**config.mk**
```make
export PLATFORM = sky130hd
export DESIGN_NAME = adder_sub_bist
export DESIGN_NICKNAME = d
export VERILOG_FILES = /design/src/rtl/adder_sub_bist.sv
export SDC_FILE = /design/constraint.sdc
export NUM_CORES = 1
export LEC_CHECK = 0
export ABC_AREA = 0
export ABC_CLOCK_PERIOD_IN_PS = 3200
export BUFFER_PORTS_ARGS = -buffer_cell sky130_fd_sc_hd__buf_2
export CAP_MARGIN = 15
export CORE_AREA = 10 10 69 71
export CTS_BUF_LIST = sky130_fd_sc_hd__clkbuf_2 sky130_fd_sc_hd__clkbuf_4 sky130_fd_sc_hd__clkbuf_8
export DETAILED_ROUTE_END_ITERATION = 8
export DIE_AREA = 0 0 79 81
export PLACE_DENSITY = 0.8
export SLEW_MARGIN = 20
export SYNTH_ARGS = -nofsm -noshare
export SYNTH_HDL_FRONTEND = slang
export SYNTH_SLANG_ARGS = --single-unit
```
**constraint.sdc**
```tcl
create_clock -name clk -period 3.2 [get_ports clk]
set_input_delay 0.64 -clock clk [delete_from_list [all_inputs] [get_ports clk]]
set_output_delay 0.64 -clock clk [all_outputs]
set_load 0.01 [all_outputs]
```
**src/rtl/adder_sub_bist.sv**
```systemverilog
// Built-in self-test sequencer for the WIDTH-bit adder/subtractor: walks every
// {select, A, B} vector in ascending order and checks the returned sum/carry.
module adder_sub_bist #(
  parameter int WIDTH         = 4,
  parameter int SETTLE_CYCLES = 1,
  parameter int ERR_W         = 10
) (
  input  logic                 clk,
  input  logic                 rst_n,
  input  logic                 start,
  output logic [WIDTH-1:0]     dut_A,
  output logic [WIDTH-1:0]     dut_B,
  output logic                 dut_select,
  input  logic [WIDTH-1:0]     dut_sum,
  input  logic                 dut_carry_out,
  output logic                 busy,
  output logic                 done,
  output logic                 pass,
  output logic [ERR_W-1:0]     error_count,
  output logic [2*WIDTH:0]     first_fail,
  output logic                 first_fail_valid
);

  localparam int VW = 2 * WIDTH + 1;
  localparam int CW = (SETTLE_CYCLES > 1) ? $clog2(SETTLE_CYCLES) : 1;
  localparam logic [VW-1:0] LAST_VEC   = '1;
  localparam logic [CW-1:0] SETTLE_END = CW'(SETTLE_CYCLES - 1);

  typedef enum logic [1:0] {IDLE, SETTLE, CHECK, DONE} state_t;

  state_t          state, state_nx;
  logic [VW-1:0]   v;
  logic [CW-1:0]   settle_cnt;
  logic            launch;
  logic            mismatch;
  logic [WIDTH:0]  ref_result;

  // Golden (WIDTH+1)-bit result; subtract is A + ~B + 1 so carry means "no borrow".
  function automatic logic [WIDTH:0] ref_model(input logic sel,
                                               input logic [WIDTH-1:0] a,
                                               input logic [WIDTH-1:0] b);
    logic [WIDTH:0] ax;
    ax = {1'b0, a};
    if (sel) ref_model = ax + {1'b0, ~b} + (WIDTH+1)'(1);
    else     ref_model = ax + {1'b0, b};
  endfunction

  function automatic logic [ERR_W-1:0] sat_inc(input logic [ERR_W-1:0] x);
    sat_inc = (x == '1) ? x : x + ERR_W'(1);
  endfunction

  assign dut_select = v[VW-1];
  assign dut_A      = v[VW-2:WIDTH];
  assign dut_B      = v[WIDTH-1:0];

  assign ref_result = ref_model(dut_select, dut_A, dut_B);
  assign mismatch   = ({dut_carry_out, dut_sum} != ref_result);
  assign launch     = start && ((state == IDLE) || (state == DONE));

  always_ff @(posedge clk) begin
    if (!rst_n) state <= IDLE;
    else        state <= state_nx;
  end

  always_comb begin
    state_nx = state;
    case (state)
      IDLE, DONE: if (start) state_nx = SETTLE;
      SETTLE:     if (settle_cnt == SETTLE_END) state_nx = CHECK;
      CHECK:      state_nx = (v == LAST_VEC) ? DONE : SETTLE;
      default:    state_nx = IDLE;
    endcase
  end

  always_comb begin
    busy = (state == SETTLE) || (state == CHECK);
    done = (state == DONE);
    pass = (state == DONE) && (error_count == '0);
  end

  // Vector index, settle timer and result capture; everything clears on reset
  // so an aborted sweep leaves nothing behind.
  always_ff @(posedge clk) begin
    if (!rst_n) begin
      v                <= '0;
      settle_cnt       <= '0;
      error_count      <= '0;
      first_fail       <= '0;
      first_fail_valid <= 1'b0;
    end else if (launch) begin
      v                <= '0;
      settle_cnt       <= '0;
      error_count      <= '0;
      first_fail       <= '0;
      first_fail_valid <= 1'b0;
    end else if (state == SETTLE) begin
      if (settle_cnt != SETTLE_END) settle_cnt <= settle_cnt + CW'(1);
    end else if (state == CHECK) begin
      if (mismatch) begin
        error_count <= sat_inc(error_count);
        if (!first_fail_valid) begin
          first_fail       <= v;
          first_fail_valid <= 1'b1;
        end
      end
      if (v != LAST_VEC) begin
        v          <= v + VW'(1);
        settle_cnt <= '0;
      end
    end
  end

endmodule
```
# Word-level counts from Yosys, hierarchy flattened

Cells that the tools add are included.
Widths: inputs -> output; s select.

Output and inout port bits: 32
Register bits after elaboration: 32
Input bits: 8
Word-level logic and storage cells: 51

Reduce and logical (&&, ||, !) cells: 16
Bitwise operators: 5
Equality and inequality tests: 9
Multiplexer cells: 9
$add $sub $neg: 6

Operator list:

| cell                  | number |
|---|---|
| $add 10x1->10 const B | 1 |
| $add 4x4->5           | 2 |
| $eq 10x10->1 const B  | 1 |
| $logic_not 10->1      | 1 |
| $add 9x1->9 const B   | 1 |
| $eq 9x9->1 const B    | 1 |
| $ne 9x9->1 const B    | 1 |
| $reduce_and 4->1      | 2 |
| $mux 2                | 3 |
| $pmux 2 s3            | 1 |
| $reduce_and 3->1      | 2 |
| $add 5x1->5 const B   | 1 |
| $mux 5                | 1 |
| $ne 5x5->1            | 1 |
| $eq 2x2->1 const B    | 2 |
| $mux 1                | 4 |
| $ne 2x2->1 const B    | 2 |
| $not 1->1             | 4 |
| $not 4->4             | 1 |
| $reduce_and 2->1      | 2 |
| $reduce_bool 2->1     | 2 |
| $reduce_or 2->1       | 2 |
| $eq 2x1->1 const B    | 1 |
| $logic_and 1x1->1     | 2 |
| 3 further kinds       | 4 |

# Logic depth before layout (Yosys ltp)

Word-level depth: 6
Mapped depth: 11
Gate-level depth less buffers: 10

# Least setup slack after synthesis

No wires, ideal clock.

Path type: register to register
From: register v[0]
To: register error_count[2]
Library setup time: 0.059 ns
Arrival time: 2.612 ns
Period minus slack after synthesis: 2.671 ns
Buffers on the path: 1
Data required time: 3.141 ns
Cell stages (with the launch flop): 12
Setup slack: 0.529 ns
Path through: dfxtp_1 > ha_1 > inv_1 > fa_1 > o21ba_2 > o21ai_1 > a21oi_1 > o2111ai_4 > o21ai_2 > buf_2 > or4_1 > nand2_1

Longest elaborated chain between the ends: 6
Elaborated cells between the ends (all ways): 7
Classes of those cells: 3 x add/sub; 1 x eq/ne; 1 x mux; 1 x bitwise; 1 x reduce/logical

RTL lines:

| item                           | RTL line | source |
|---|---|---|
| from (decl)                    | 32       | `logic [VW-1:0] v;` |
| from (signal assigned)         | 107      | `v <= v + VW'(1);` |
| $not 4->4                      | 44       | `if (sel) ref_model = ax + {1'b0, ~b} + (WIDTH+1)'(1);` |
| $add 4x4->5                    | 44       |  |
| $add 5x1->5                    | 44       |  |
| $mux 5 (*)                     | 44       |  |
| $ne 5x5->1 (*)                 | 57       | `assign mismatch = ({dut_carry_out, dut_sum} != ref_result);` |
| $reduce_and 4->1 (no line) (*) | n/a      |  |
| to (signal assigned)           | 100      | `error_count <= sat_inc(error_count);` |
| to (decl)                      | 19       | `output logic [ERR_W-1:0] error_count,` |

Every way passes the cells marked *; elsewhere a longest branch is shown, timed or not.
A chain may end at the register's enable or synchronous reset.

# Final worst setup path

From: register v[0]
To: register error_count[7]

Same word-level chain as after synthesis.

==> report_table.html <==
<table>
<tr><th>Metric</th><th>Value</th></tr>
<tr><th colspan="2">Setup path</th></tr>
<tr><td>Number of buffers and inverters on the critical path</td><td>1</td></tr>
<tr><td>Crit path kind</td><td>reg -&gt; reg</td></tr>
<tr><td>Crit path arrival time</td><td>3.27 ns</td></tr>
<tr><td>Largest driver fanout on the critical path</td><td>14</td></tr>
<tr><td>Worst-case reg-to-reg path depth</td><td>10</td></tr>
<tr><td>CP required</td><td>3.46 ns</td></tr>
<tr><td>Critical-path top delay cell</td><td>or4_1</td></tr>
<tr><td>Startpoint class of the critical path</td><td>flop</td></tr>
<tr><td>CP cell instances</td><td>ha_1 -&gt; inv_1 -&gt; fa_1 -&gt; o21ba_2 -&gt; o21ai_1 -&gt; a21oi_1 -&gt; o2111ai_4 -&gt; o21ai_2 -&gt; or4_1 -&gt; a21oi_1</td></tr>
<tr><td>Cell mode on critical path</td><td>a21oi_1</td></tr>
<tr><td>Minimum setup slack among reg-to-reg paths</td><td>0.19 ns</td></tr>
<tr><td>Highest cell delay on the worst timing path</td><td>0.52 ns</td></tr>
<tr><td>Capturing element type of the critical path</td><td>flop</td></tr>
<tr><td>Reg-to-reg endpoint</td><td>error_count[7]</td></tr>
<tr><td>Cell family with most CP delay</td><td>compound AO/OA/AOI/OAI gates</td></tr>
<tr><td>FF-to-FF Start</td><td>v[0]</td></tr>
<tr><th colspan="2">Hold path</th></tr>
<tr><td>Cell depth of the worst hold path</td><td>2</td></tr>
<tr><td>Tightest Hold Check Type</td><td>reg -&gt; reg</td></tr>
<tr><td>Hold Path End</td><td>first_fail[5]</td></tr>
<tr><td>Startpoint of the most critical hold path</td><td>first_fail[5]</td></tr>
<tr><th colspan="2">Detailed routing</th></tr>
<tr><td>Initial DRC Count</td><td>92</td></tr>
<tr><td>Total wirelength of the detailed-routed design</td><td>4.241 mm</td></tr>
<tr><td>Post-DR vias/cell</td><td>5.373</td></tr>
<tr><td>Drc violations</td><td>0</td></tr>
<tr><td>Number of nets with antenna violations after detailed routing</td><td>0</td></tr>
<tr><td>Pre-antenna DRT Iters</td><td>4</td></tr>
<tr><td>Routed WL per cell</td><td>13.86 um</td></tr>
<tr><td>Number of vias after detailed routing</td><td>1644</td></tr>
<tr><th colspan="2">Place</th></tr>
<tr><td>Instance count after placement with tap cells included</td><td>298</td></tr>
<tr><td>Detailed-placement wirelength estimate</td><td>3.326 mm</td></tr>
<tr><td>Number of buffers added on ports</td><td>39</td></tr>
<tr><td>Final weighted congestion in routability-driven placement</td><td>0.9515</td></tr>
<tr><td>Post-Place Cell Area</td><td>2108 um^2</td></tr>
<tr><th colspan="2">Clock tree</th></tr>
<tr><td>Clock tree from TritonCTS</td><td>yes</td></tr>
<tr><td>Clock transition at the register clock pins on the worst setup and hold paths after CTS</td><td>0.10 ns</td></tr>
<tr><td>Post-CTS setup buffers</td><td>0</td></tr>
<tr><td>Number of clock buffers inserted by TritonCTS</td><td>5</td></tr>
<tr><td>Number of levels the H-tree was split into</td><td>2</td></tr>
<tr><td>Insertion delay to the later sink of the worst-skew pair</td><td>0.33 ns</td></tr>
<tr><td>Clock net sink count</td><td>31</td></tr>
<tr><td>Max clock buf depth</td><td>2</td></tr>
<tr><td>CTS root buffer</td><td>clkbuf_4</td></tr>
<tr><td>Resized Gates After CTS</td><td>0</td></tr>
<tr><td>Hold-fix buffers at CTS</td><td>0</td></tr>
<tr><th colspan="2">Synth</th></tr>
<tr><td>Number of instances in the synthesized netlist</td><td>216</td></tr>
<tr><td>Netlist Area Pre-Place</td><td>1871 um^2</td></tr>
<tr><td>Portion of the post-synthesis area used by sequential elements</td><td>33.18%</td></tr>
<tr><td>Syn_area_per_cell</td><td>8.660 um^2</td></tr>
<tr><td>Nets in the synthesized netlist</td><td>243</td></tr>
<tr><td>Number of warnings issued by yosys</td><td>0</td></tr>
<tr><td>Number of register bits inferred by synthesis</td><td>31</td></tr>
<tr><td>Number of different library cells in the post-synthesis netlist</td><td>48</td></tr>
<tr><th colspan="2">Floorplanning</th></tr>
<tr><td>Core area</td><td>3523 um^2</td></tr>
<tr><td>Initial cell density of the core</td><td>53.09%</td></tr>
<tr><td>Boundary Pins</td><td>40</td></tr>
<tr><td>Standard-cell rows</td><td>22</td></tr>
<tr><td>Die area</td><td>6399 um^2</td></tr>
<tr><td>Vertical extent of the die</td><td>81 um</td></tr>
<tr><td>Die outline width</td><td>79 um</td></tr>
<tr><th colspan="2">Timing</th></tr>
<tr><td>Setup total negative slack</td><td>0 ns</td></tr>
<tr><td>Final worst path period share</td><td>94.16%</td></tr>
<tr><td>Maximum operating frequency</td><td>0.3319 GHz</td></tr>
<tr><td>Clock Skew</td><td>0.01159 ns</td></tr>
<tr><td>Slew at the pin closest to its max-slew limit</td><td>0.5454 ns</td></tr>
<tr><td>Final Max Tran Viols</td><td>0</td></tr>
<tr><td>Worst slew slack as a fraction of its limit</td><td>63.59%</td></tr>
<tr><td>Unrepaired setup endpoints after global routing</td><td>false</td></tr>
<tr><td>Fin crit period</td><td>3.013 ns</td></tr>
<tr><td>Final setup violation count</td><td>0</td></tr>
<tr><td>Fin. Hold Viols</td><td>0</td></tr>
<tr><th colspan="2">Layout</th></tr>
<tr><td>Combined area of the multi-input logic cells</td><td>1157 um^2</td></tr>
<tr><td>Sequential Area</td><td>620.6 um^2</td></tr>
<tr><td>Antenna fix cells</td><td>0</td></tr>
<tr><td>Share of cells above drive strength 1</td><td>23.26%</td></tr>
<tr><td>Layout Cell Area excl Fill</td><td>2195 um^2</td></tr>
<tr><td>Non-Filler Instances</td><td>306</td></tr>
<tr><td>Final net count</td><td>284</td></tr>
<tr><td>Area Overhead vs Synth</td><td>17.32%</td></tr>
<tr><td>Fill cell instance count of the final layout</td><td>344</td></tr>
<tr><th colspan="2">Power and ir drop</th></tr>
<tr><td>Peak supply drop</td><td>0.3583 mV</td></tr>
<tr><td>Pwr/cell area</td><td>474.7 nW/um^2</td></tr>
<tr><td>Total power</td><td>1.042 mW</td></tr>
<tr><td>Reported leakage power</td><td>0.9395 nW</td></tr>
<tr><th colspan="2">GRT</th></tr>
<tr><td>Global-route wire length before repair</td><td>7.258 mm</td></tr>
<tr><td>GRT Total Usage</td><td>13.68%</td></tr>
<tr><td>Total overflow reported by the global router</td><td>0</td></tr>
<tr><td>Initial antenna violation count</td><td>0</td></tr>
<tr><td>Largest net degree at the start of global routing</td><td>17</td></tr>
<tr><td>Number of global-route vias before repair</td><td>1617</td></tr>
<tr><th colspan="2">Status</th></tr>
<tr><td>Result of the run</td><td>finished clean</td></tr>
<tr><th colspan="2">Run</th></tr>
<tr><td>Max_cap viols</td><td>0</td></tr>
</table>
-- how the worst max path moves through the flow --
stage / start / slack, ns / cells after the start / endpoint
after floorplan: v[0] / 0.53 / 11 / error_count[2]
after global placement: v[0] / 0.38 / 11 / first_fail[8]
after detailed placement: v[0] / 0.24 / 10 / error_count[7]
after CTS: v[0] / 0.22 / 10 / error_count[7]
after global routing: v[0] / 0.03 / 10 / error_count[7]
final: v[0] / 0.19 / 10 / error_count[7]
-- sequential cells by signal, indices dropped and copies added, names as in the netlist --
register          flops
first_fail_valid      1
error_count          10
first_fail            9
state                 2
v                     9
-- stage by stage --
stage,worst slack [ns],utilization (%),hold slack [ns]
floorplan,0.5290,-,0.4805
global placement,0.3796,59.84,0.4401
detailed placement,0.2429,59.84,0.4441
CTS,0.2183,62.29,0.4569
global route,0.03384,62.29,0.4783
finish,0.1870,62.29,0.4526
-- cells in the mapped netlist (all sizes together) --
| master | instances | area, um^2 |
|---|---|---|
| xnor2 | 10 | 95.10 |
| o21ai | 9 | 48.80 |
| a211oi | 1 | 7.510 |
| nand4 | 4 | 25.02 |
| nor3 | 2 | 10.01 |
| dfxtp | 31 | 620.6 |
| a41oi | 1 | 8.760 |
| nor4 | 3 | 18.77 |
| xor2 | 3 | 26.28 |
| and3 | 5 | 31.28 |
| a221oi | 1 | 15.01 |
| o21ba | 1 | 10.01 |
| o2111ai | 1 | 26.28 |
| nand2b | 2 | 12.51 |
| nand3 | 7 | 35.03 |
| and2 | 1 | 6.260 |
| o211ai | 6 | 45.04 |
| or4 | 4 | 30.03 |
| o41a | 1 | 11.26 |
| nor2 | 16 | 62.56 |
| inv | 16 | 60.06 |
| mux2i | 3 | 30.03 |
| clkbuf | 4 | 15.01 |
| a31oi | 1 | 6.260 |
| nor2b | 1 | 6.260 |
| a2111oi | 1 | 27.53 |
| o21a | 2 | 15.01 |
| a21oi | 17 | 85.08 |
| or2 | 5 | 31.28 |
| fa | 2 | 40.04 |
| nand2 | 23 | 86.33 |
| o31ai | 2 | 15.01 |
| nand3b | 1 | 7.510 |
| buf | 3 | 17.52 |
| ha | 17 | 212.7 |
| nand4b | 1 | 8.760 |
| or3 | 3 | 18.77 |
| or2b | 1 | 7.510 |
| o211a | 1 | 10.01 |
| and4 | 1 | 8.760 |
| a21o | 1 | 7.510 |
| and2b | 1 | 7.510 |
-- cell type report --
cell class	count	share of cell area, %
sequential	31	28.28
inverter	16	2.737
clock inverter	2	1.596
multi-input combinational	162	52.74
tap	48	2.737
clock buffer	6	2.338
timing repair buffer	41	9.578
-- cells in the final DEF (no fill, tap or decap), types with 2 or more instances in the layout --
cell type,netlist,routed
a21oi_1,17,17
and3_1,5,5
buf_2,2,39
buf_4,1,2
clkbuf_4,0,5
dfxtp_1,31,31
fa_1,2,2
ha_1,17,17
inv_1,16,16
mux2i_1,3,3
nand2_1,23,23
nand2b_1,2,2
nand3_1,7,7
nand4_1,4,4
nor2_1,15,15
nor3_1,2,2
nor4_1,3,3
o211ai_1,6,6
o21a_1,2,2
o21ai_0,6,6
o21ai_1,2,2
o31ai_1,2,2
or2_2,4,4
or3_1,3,3
or4_1,4,4
xnor2_1,9,9
xor2_1,3,3
-- where the power goes --
| part | internal, mW | switching (mW) | total (mW) |
|---|---|---|---|
| registers | 0.405 | 0.0263 | 0.432 |
| clock network | 0.185 | 0.134 | 0.319 |
| logic | 0.110 | 0.182 | 0.292 |
| total | 0.700 | 0.342 | 1.04 |
-- logic make-up (layout without fill, tap and decap cells) --
logic type               count (synthesis)  after routing  share of synthesized area [%]
AO/OA/AOI/OAI                           46             46                          18.13
adder cells (fa/ha/maj)                 19             19                          13.51
buffers and inverters                   23             65                          4.950
XOR/XNOR                                13             13                          6.489
flip-flops                              31             31                          33.18
multiplexers                             3              3                          1.605
AND/OR/NAND/NOR                         81             81                          22.14
-- per-layer routing --
metal  vias up  track usage [%]  share of wire, %
met1       767            15.66                45
met5         -                0                 0
met2        32            23.16                48
met4         0            3.763              0.90
met3         5            5.519               6.0
li1        840                -                 -
-- worst reg2reg max path, cell delays in order (launching register included) --
cell and delay [ns]:
dfxtp_1 0.49, ha_1 0.28, inv_1 0.07, fa_1 0.37, o21ba_2 0.22, o21ai_1 0.15, a21oi_1 0.13, o2111ai_4 0.32
o21ai_2 0.21, or4_1 0.52, a21oi_1 0.17
No activity file was read; power rests on OpenSTA's default activity.
